### config.mk
export PLATFORM = sky130hd
export DESIGN_NAME = sipo_deserializer
export DESIGN_NICKNAME = d
export VERILOG_FILES = /design/src/rtl/sipo_deserializer.sv
export SDC_FILE = /design/constraint.sdc
export NUM_CORES = 1
export LEC_CHECK = 0
export CORE_UTILIZATION = 25
export DETAILED_ROUTE_END_ITERATION = 6
export SETUP_SLACK_MARGIN = 0.5
export SYNTH_ARGS = -nofsm -noshare
export SYNTH_HDL_FRONTEND = slang
export SYNTH_SLANG_ARGS = --single-unit
export TNS_END_PERCENT = 50
### constraint.sdc
create_clock -name clk -period 1.6 [get_ports clk]
set_input_delay 0.32 -clock clk [delete_from_list [all_inputs] [get_ports clk]]
set_output_delay 0.32 -clock clk [all_outputs]
set_load 0.1 [all_outputs]
### src/rtl/sipo_deserializer.sv
// Serial-to-parallel deserializer: assembles WIDTH-bit words from a strobed bit
// stream with per-frame bit order, presenting them on a single-entry valid/ready port.
module sipo_deserializer #(
  parameter int WIDTH = 8
) (
  input  logic             clk,
  input  logic             rst_n,
  input  logic             ser_in,
  input  logic             ser_valid,
  input  logic             msb_first,
  input  logic             clear,
  output logic [WIDTH-1:0] par_out,
  output logic             out_valid,
  input  logic             out_ready,
  output logic             busy,
  output logic             overrun
);

  localparam int CNT_W = $clog2(WIDTH) + 1;

  logic [WIDTH-1:0] sr;
  logic [WIDTH-1:0] sr_shift;
  logic [CNT_W-1:0] count;
  logic             order_q;
  logic             order_eff;
  logic             accept;
  logic             last_bit;
  logic             out_free;

  // The first bit of a frame must use the live msb_first, since order_q is
  // only being captured on that same edge.
  always_comb begin
    accept    = ser_valid & ~clear;
    order_eff = (count == '0) ? msb_first : order_q;
    sr_shift  = order_eff ? {sr[WIDTH-2:0], ser_in} : {ser_in, sr[WIDTH-1:1]};
    last_bit  = accept && (count == CNT_W'(WIDTH - 1));
    out_free  = ~out_valid | out_ready;
  end

  always_ff @(posedge clk) begin
    if (!rst_n) begin
      sr        <= '0;
      count     <= '0;
      order_q   <= 1'b0;
      par_out   <= '0;
      out_valid <= 1'b0;
      overrun   <= 1'b0;
    end else begin
      overrun <= 1'b0;
      if (out_valid && out_ready)
        out_valid <= 1'b0;

      if (clear) begin
        sr    <= '0;
        count <= '0;
      end else if (accept) begin
        sr <= sr_shift;
        if (count == '0)
          order_q <= msb_first;
        if (last_bit) begin
          count <= '0;
          // Completion while the holder is full and not draining drops the new word.
          if (out_free) begin
            par_out   <= sr_shift;
            out_valid <= 1'b1;
          end else begin
            overrun <= 1'b1;
          end
        end else begin
          count <= count + CNT_W'(1);
        end
      end
    end
  end

  assign busy = (count != '0);

endmodule

# After elaboration in Yosys (flattened, before gate mapping)
# Cells that the tools add are included.
[op_classes]
n_addsub = 1
eq_ne = 1
mux = 9
bitwise_logic = 7
reduce_logical = 8
[op_table]
columns = ["cell", "n"]
rows = [
  ["$mux W8", 1],
  ["$mux W1", 7],
  ["$not A1 Y1", 5],
  ["$add A4 B1 Y4 const B", 1],
  ["$eq A4 B3 Y1 const B", 1],
  ["$logic_not A4 Y1", 1],
  ["$mux W4", 1],
  ["$reduce_and A4 Y1", 1],
  ["$reduce_bool A4 Y1", 1],
  ["$reduce_or A4 Y1", 1],
  ["$logic_and A1 B1 Y1", 2],
  ["$reduce_and A2 Y1", 1],
  ["$reduce_or A2 Y1", 1],
  ["$and A1 B1 Y1", 1],
  ["$or A1 B1 Y1", 1],
]
[totals]
regBits = 23
in_bits = 7
output_inout_bits = 11
elab_cells = 32

# Logic depth before layout (Yosys ltp)
# Gate-level depths: netlist of run 1.
[depth]
word_depth = 6
depth_mapped = 7
depth_no_buf = 6

# Least setup slack after synthesis of run 1
# OpenSTA, ideal clock, no wires.
[synth_timing]
kind = "reg-to-reg"
startpoint = "register count[0]"
endpoint = "register order_q"
setup_time_ns = 0.077
arrival_ns = 1.760
required_ns = 1.523
slack_ns = -0.236
path_stages_with_launch = 8
path_buffers = 1
period_less_slack_ns = 1.836
path_cell_list = "dfxtp_1 > inv_1 > ha_1 > nor3b_2 > buf_6 > inv_1 > o31ai_1 > a21oi_1"
[synth_via]
elab_chain_cells = 2
[synth_rtl]
columns = ["element", "line_no", "source"]
rows = [
  ["from (decl)", "23", "logic [CNT_W-1:0] count;"],
  ["from (signal assigned)", "70", "count <= count + CNT_W'(1);"],
  ["$logic_not A4 Y1", "58", "if (count == '0)"],
  ["$mux W1", "--", ""],
  ["to (signal assigned)", "59", "order_q <= msb_first;"],
  ["to (decl)", "24", "logic order_q;"],
]
# No other way between the ends.
# A chain may end at the register's enable or synchronous reset.

# Worst setup path after layout of run 1
[layout_timing]
startpoint = "register count[1]"
endpoint = "output port busy"
[layout_via]
elab_chain_cells = 1
[layout_rtl]
columns = ["element", "line_no", "source"]
rows = [
  ["$reduce_bool A4 Y1", "76", "assign busy = (count != '0);"],
  ["to (decl)", "15", "output logic busy,"],
]
# No other way between the ends.

==> results of run 1 <==
==> timing repair <==
| action | CTS | global route |
|---|---|---|
| gates resized for setup | 24 | 7 |
| pin swaps | 5 | 5 |
| endpoints found under the setup margin | 34 | 33 |
| setup buffers | 1 | 0 |
| hold endpoints to repair | 0 | 0 |
==> cell type report <==
class                      instances  area (um^2)
fill                             470         2940
clock buffer                       4         45.0
inverter                           6         26.3
timing repair buffer              31          395
sequential                        23          483
tap                               67         83.8
multi-input combinational         83          748
==> metrics by stage <==
step	instances	total power, mW	util [%]	TNS, ps	hold slack (ps)
finish	214	1.12	37.7	-101	415
global placement	209	0.759	35.1	-1170	535
global route	214	1.18	37.7	-298	417
detailed placement	209	0.764	35.1	-1450	557
CTS	214	1.12	37.2	-98.1	548
floorplan	121	0.707	-	-222	468
==> power groups by stage <==
stage          Sequential, mW  Clock [mW]  Combinational [mW]
2_1_floorplan           0.602           0               0.105
3_3_place_gp            0.607           0               0.153
3_5_place_dp            0.608           0               0.156
4_1_cts                 0.593       0.370               0.161
5_1_grt                 0.594       0.404               0.178
6_report                0.591       0.361               0.166
==> worst max-delay path by stage <==
| stage | from | to | slack [ps] | cells past startpoint |
|---|---|---|---|---|
| floorplan | count[0] | order_q | -220 | 7 |
| global placement | clear | par_out[3] | -140 | 4 |
| detailed placement | clear | par_out[1] | -180 | 4 |
| CTS | count[1] | busy | -100 | 6 |
| global route | count[1] | busy | -150 | 6 |
| finish | count[1] | busy | -100 | 6 |
==> metal layers <==
metal	global-route usage, %	wire length [um]
met3	1.39	94
met4	4.58	44
met1	15.7	1360
met2	20.8	1420
met5	0	0
==> critical path, cell delays in order, from the launching register on <==
cell        delay (ps)
dfxtp_2            330
inv_2               40
ha_2               150
nor3b_4            180
buf_4              140
clkinvlp_4         100
buf_12             170
==> logic make-up (layout without fill, tap and decap cells) <==
family	after synthesis	after routing	share of synthesized area [%]
AO/OA/AOI/OAI	39	39	22.4
XOR/XNOR	1	1	0.713
adder cells (fa/ha/maj)	2	2	2.04
buffers and inverters	15	41	6.31
flip-flops	23	23	37.5
multiplexers	25	25	23.3
AND/OR/NAND/NOR	16	16	7.74
==> registers in the layout (all words and copies together) (netlist names) <==
signal     cells
count          4
order_q        1
out_valid      1
overrun        1
par_out        8
sr             8
==> cells in the final DEF, fill, tap and decap left out, types with 2 or more instances in the layout <==
master	n
mux2i_1	17
buf_12	12
buf_4	12
dfxtp_1	11
a21oi_1	9
dfxtp_2	9
a31oi_1	8
a211oi_2	8
o21ai_0	8
mux2_4	7
clkdlybuf4s50_1	4
nor2_1	3
nand2_1	3
a21oi_2	3
clkbuf_8	3
dfxtp_4	3
inv_2	2
nand2b_1	2
nor2b_1	2
inv_1	2
==> flow_summary.yaml, run 1 <==
status:
  status: "finished with violations"
  violations: "setup timing"
routing:
  route.detailed.drc: 0
  firstDrtPassIters: 4
  vias: 986
  routed_via_density: 4.61
  wl_um: 2920
  routedWlPerCell_um: 13.6
  drtAntennaViolNets: 0
  drt_iter0_drc: 87
cts:
  cts_hold_buf: 0
  path_clk_slew_ps: 80
  clock-sinks: 23
  htree_levels: 1
  cts-root-buf: "clkbuf_8"
  cts_max_path_buffers: 2
  worstSkewPairLatency_ps: 260
  cts_tree: "built"
  numCtsBuffers: 3
power:
  power.density_nw_per_um2: 628
  vdd_ir_drop_max_uv: 255
  power.switching_uw: 281
  power_frac_seq_pct: 52.8
  power.static_leakage_nw: 0.641
  power.internal_uw: 837
  p_clk_share_pct: 32.3
  combPwrFrac_pct: 14.8
  switching_share_pct: 25.2
sta:
  fin_crit_sh_pct: 106
  worst-slew-pin-transition_ps: 522
  clock.fmax_ghz: 0.588
  min_period_ps: 1700
  rsz0062_at_grt: "true"
  hold_viol: 0
  final_max_slew_viol_count: 0
  relSlewSlack_pct: 65.2
  finalWorstSetupSlack_ps: -101
  fin_skew_ps: 1.53
  setup_violations: 1
synth:
  synth_flop_cell: "dfxtp_1"
  ys_types: 29
  synth_top_area_share_pct: 37.5
  synth-seq-cells: 23
  synth_top_area_cell: "dfxtp_1"
  yosysMostFrequentCell: "dfxtp_1"
  synth_fp_nets: 130
  syn_inst: 121
  synth_edf_count: 0
  synthArstFlopShare_pct: 0
  netlist_area_um2: 1230
  synth_area_leaders: "dfxtp_1 37%, mux2i_1 14%, mux2_4 8.6%"
  syn_avg_cell_area_um2: 10.2
  yosys_warnings: 0
  netlist_top_cells_count: "23 x dfxtp_1, 17 x mux2i_1, 12 x a21oi_1"
  yosysSeqAreaShare_pct: 37.5
grt:
  grt_overflow: 0
  grt_pass1_vias: 1034
  antenna_found_initial: 0
  grt_max_degree: 21
  grt_pass1_wl_um: 4970
  grt_usage_pct: 12.2
placement:
  dpl-instance-area_um2: 1660
  port_buffers: 17
  dp_slack_ps: -177
  dpl.hpwl_um: 2050
  gp_congestion: 0.739
hold_path:
  hold_path_end: "order_q"
  hold_start: "clear"
  hold_path_depth: 3
  hp-class: "input port to flip-flop"
setup_path:
  start_kind: "flip-flop"
  path_class: "flip-flop to primary output"
  cp_max_fo: 2
  critPathArrivalTime_ps: 1380
  cp.required_ps: 1280
  rrSetupSlack_ps: 0
  reg2reg_from: "count[1]"
  endpoint_kind: "primary output"
  rr_worst_depth: 6
  rr_endpoint: "par_out[7]"
floorplanning:
  rows: 25
  fp.coreArea_um2: 4720
  initial_core_util_pct: 26.0
  dieArea_um2: 5200
  die_h_um: 72.1
  boundaryPins: 18
  die_x_um: 72.1
cells_and_area:
  area_growth_syn_to_layout_pct: 45.0
  diodes: 0
  stdcell_area_um2: 1780
  nets: 157
  drive_gt1_share_pct: 47.6
job:
  drv_cap: 0
Power figures use the tool's default switching activity.
==> run 2: changes to the inputs <==
- SETUP_SLACK_MARGIN: 0.5 -> unset
==> flow_summary.yaml, run 2 (synthesized netlist as in run 1, its figures left out) <==
routing:
  drtAntennaViolNets: 0
  routed_via_density: 4.67
  routedWlPerCell_um: 12.9
  firstDrtPassIters: 4
  wl_um: 2770
  route.detailed.drc: 0
  drt_iter0_drc: 63
  vias: 1005
placement:
  dpl.hpwl_um: 1980
  dp_slack_ps: -180
  gp_congestion: 0.751
  port_buffers: 17
hold_path:
  hp-class: "flip-flop to flip-flop"
floorplanning:
  die_h_um: 72.1
  die_x_um: 72.1
  fp.coreArea_um2: 4720
  boundaryPins: 18
  initial_core_util_pct: 26.0
  rows: 25
  dieArea_um2: 5200
cells_and_area:
  final_util_pct: 36.9
  area_growth_syn_to_layout_pct: 41.8
  drive_gt1_share_pct: 38.5
  reg.largest.list: "par_out (8), sr (8), count (4)"
  layout_commonest_cell: "dfxtp_1"
  final_cell_mix: "20 x dfxtp_1, 17 x mux2i_1, 14 x buf_4, 12 x a21oi_1, 12 x buf_12"
  nets: 158
  diodes: 0
setup_path:
  start_kind: "flip-flop"
  path_class: "flip-flop to primary output"
  endpoint_kind: "primary output"
  cp.required_ps: 1280
  critPathArrivalTime_ps: 1360
  cp_max_fo: 2
grt:
  grt_overflow: 0
  grt_pass1_vias: 986
  grt_max_degree: 21
  antenna_found_initial: 0
  grt_usage_pct: 11.0
  grt_pass1_wl_um: 4530
sta:
  fin_crit_sh_pct: 105
  fin_skew_ps: 1.62
  clock.fmax_ghz: 0.595
  finalWorstSetupSlack_ps: -81.6
  final_max_slew_viol_count: 0
  rsz0062_at_grt: "true"
  setup_violations: 2
  relSlewSlack_pct: 65.9
  min_period_ps: 1680
  hold_viol: 0
  worst-slew-pin-transition_ps: 510
cts:
  path_clk_slew_ps: 90
  numCtsBuffers: 3
  cts_tree: "built"
  worstSkewPairLatency_ps: 260
  cts-root-buf: "clkbuf_8"
  cts_max_path_buffers: 2
  cts_hold_buf: 0
  htree_levels: 1
  clock-sinks: 23
status:
  status: "finished with violations"
  violations: "setup timing"
job:
  drv_cap: 0
power:
  vdd_ir_drop_max_uv: 277
  power.static_leakage_nw: 0.645
  power.density_nw_per_um2: 648
-- run 2: cell types whose count changed in the layout (fill, tap and decap cells not counted), moves of 2 or more --
cell,change
dfxtp_1,+9
dfxtp_2,-6
a21oi_1,+3
a21oi_2,-3
dfxtp_4,-3
buf_4,+2
clkdlybuf4s50_1,+2
-- run 2: metrics by stage --
step	setup TNS, ps	instances	area, um^2	total power [mW]	hold slack [ps]
2_1_floorplan	-222	121	1230	0.709	468
3_3_place_gp	-1150	208	1650	0.761	539
6_report	-103	215	1740	1.13	570
4_1_cts	-99.2	214	1720	1.13	567
3_5_place_dp	-1500	208	1650	0.765	552
5_1_grt	-495	215	1740	1.18	586
-- run 2: metal layers --
layer | track usage [%] | vias to the layer above | share of wire, %
met5 | 0 | - | 0
met4 | 5.23 | 0 | 1.3
met3 | 0.972 | 2 | 2.5
met2 | 18.5 | 15 | 48
met1 | 14.3 | 494 | 49
li1 | - | 494 | -
-- run 2: worst paths after layout --
kind,cells after the start,start,end,slack [ps]
max,6,count[1],busy,-80
min,2,sr[0],sr[0],570
max reg2reg,9,count[1],order_q,-20
min reg2reg,2,sr[0],sr[0],570
-- run 2: repair_timing --
| action | in CTS | in global routing |
|---|---|---|
| setup buffers | 2 | 1 |
| pin swaps | 1 | 0 |
| gates resized for setup | 6 | 2 |
| setup endpoints to repair | 1 | 12 |
-- run 2: area by class of cell --
cell class	instances	area [um^2]
fill	470	2980
timing repair buffer	32	405
tap	67	83.8
sequential	23	464
inverter	6	26.3
clock buffer	3	41.3
clock inverter	1	5.00
multi-input combinational	83	716
-- run 2: power by group --
group / internal, mW / leakage [nW] / switching [mW]
combinational: 0.0874 / 0.431 / 0.0802
clock: 0.174 / 0.0255 / 0.192
sequential: 0.582 / 0.188 / 0.0137
total: 0.844 / 0.645 / 0.286
-- run 2: critical path, cell delays in order (launching register included) --
cell and delay, ps:
dfxtp_2 330, inv_2 60, ha_4 120, nor3b_4 180, buf_4 140, clkinvlp_4 90
buf_12 170
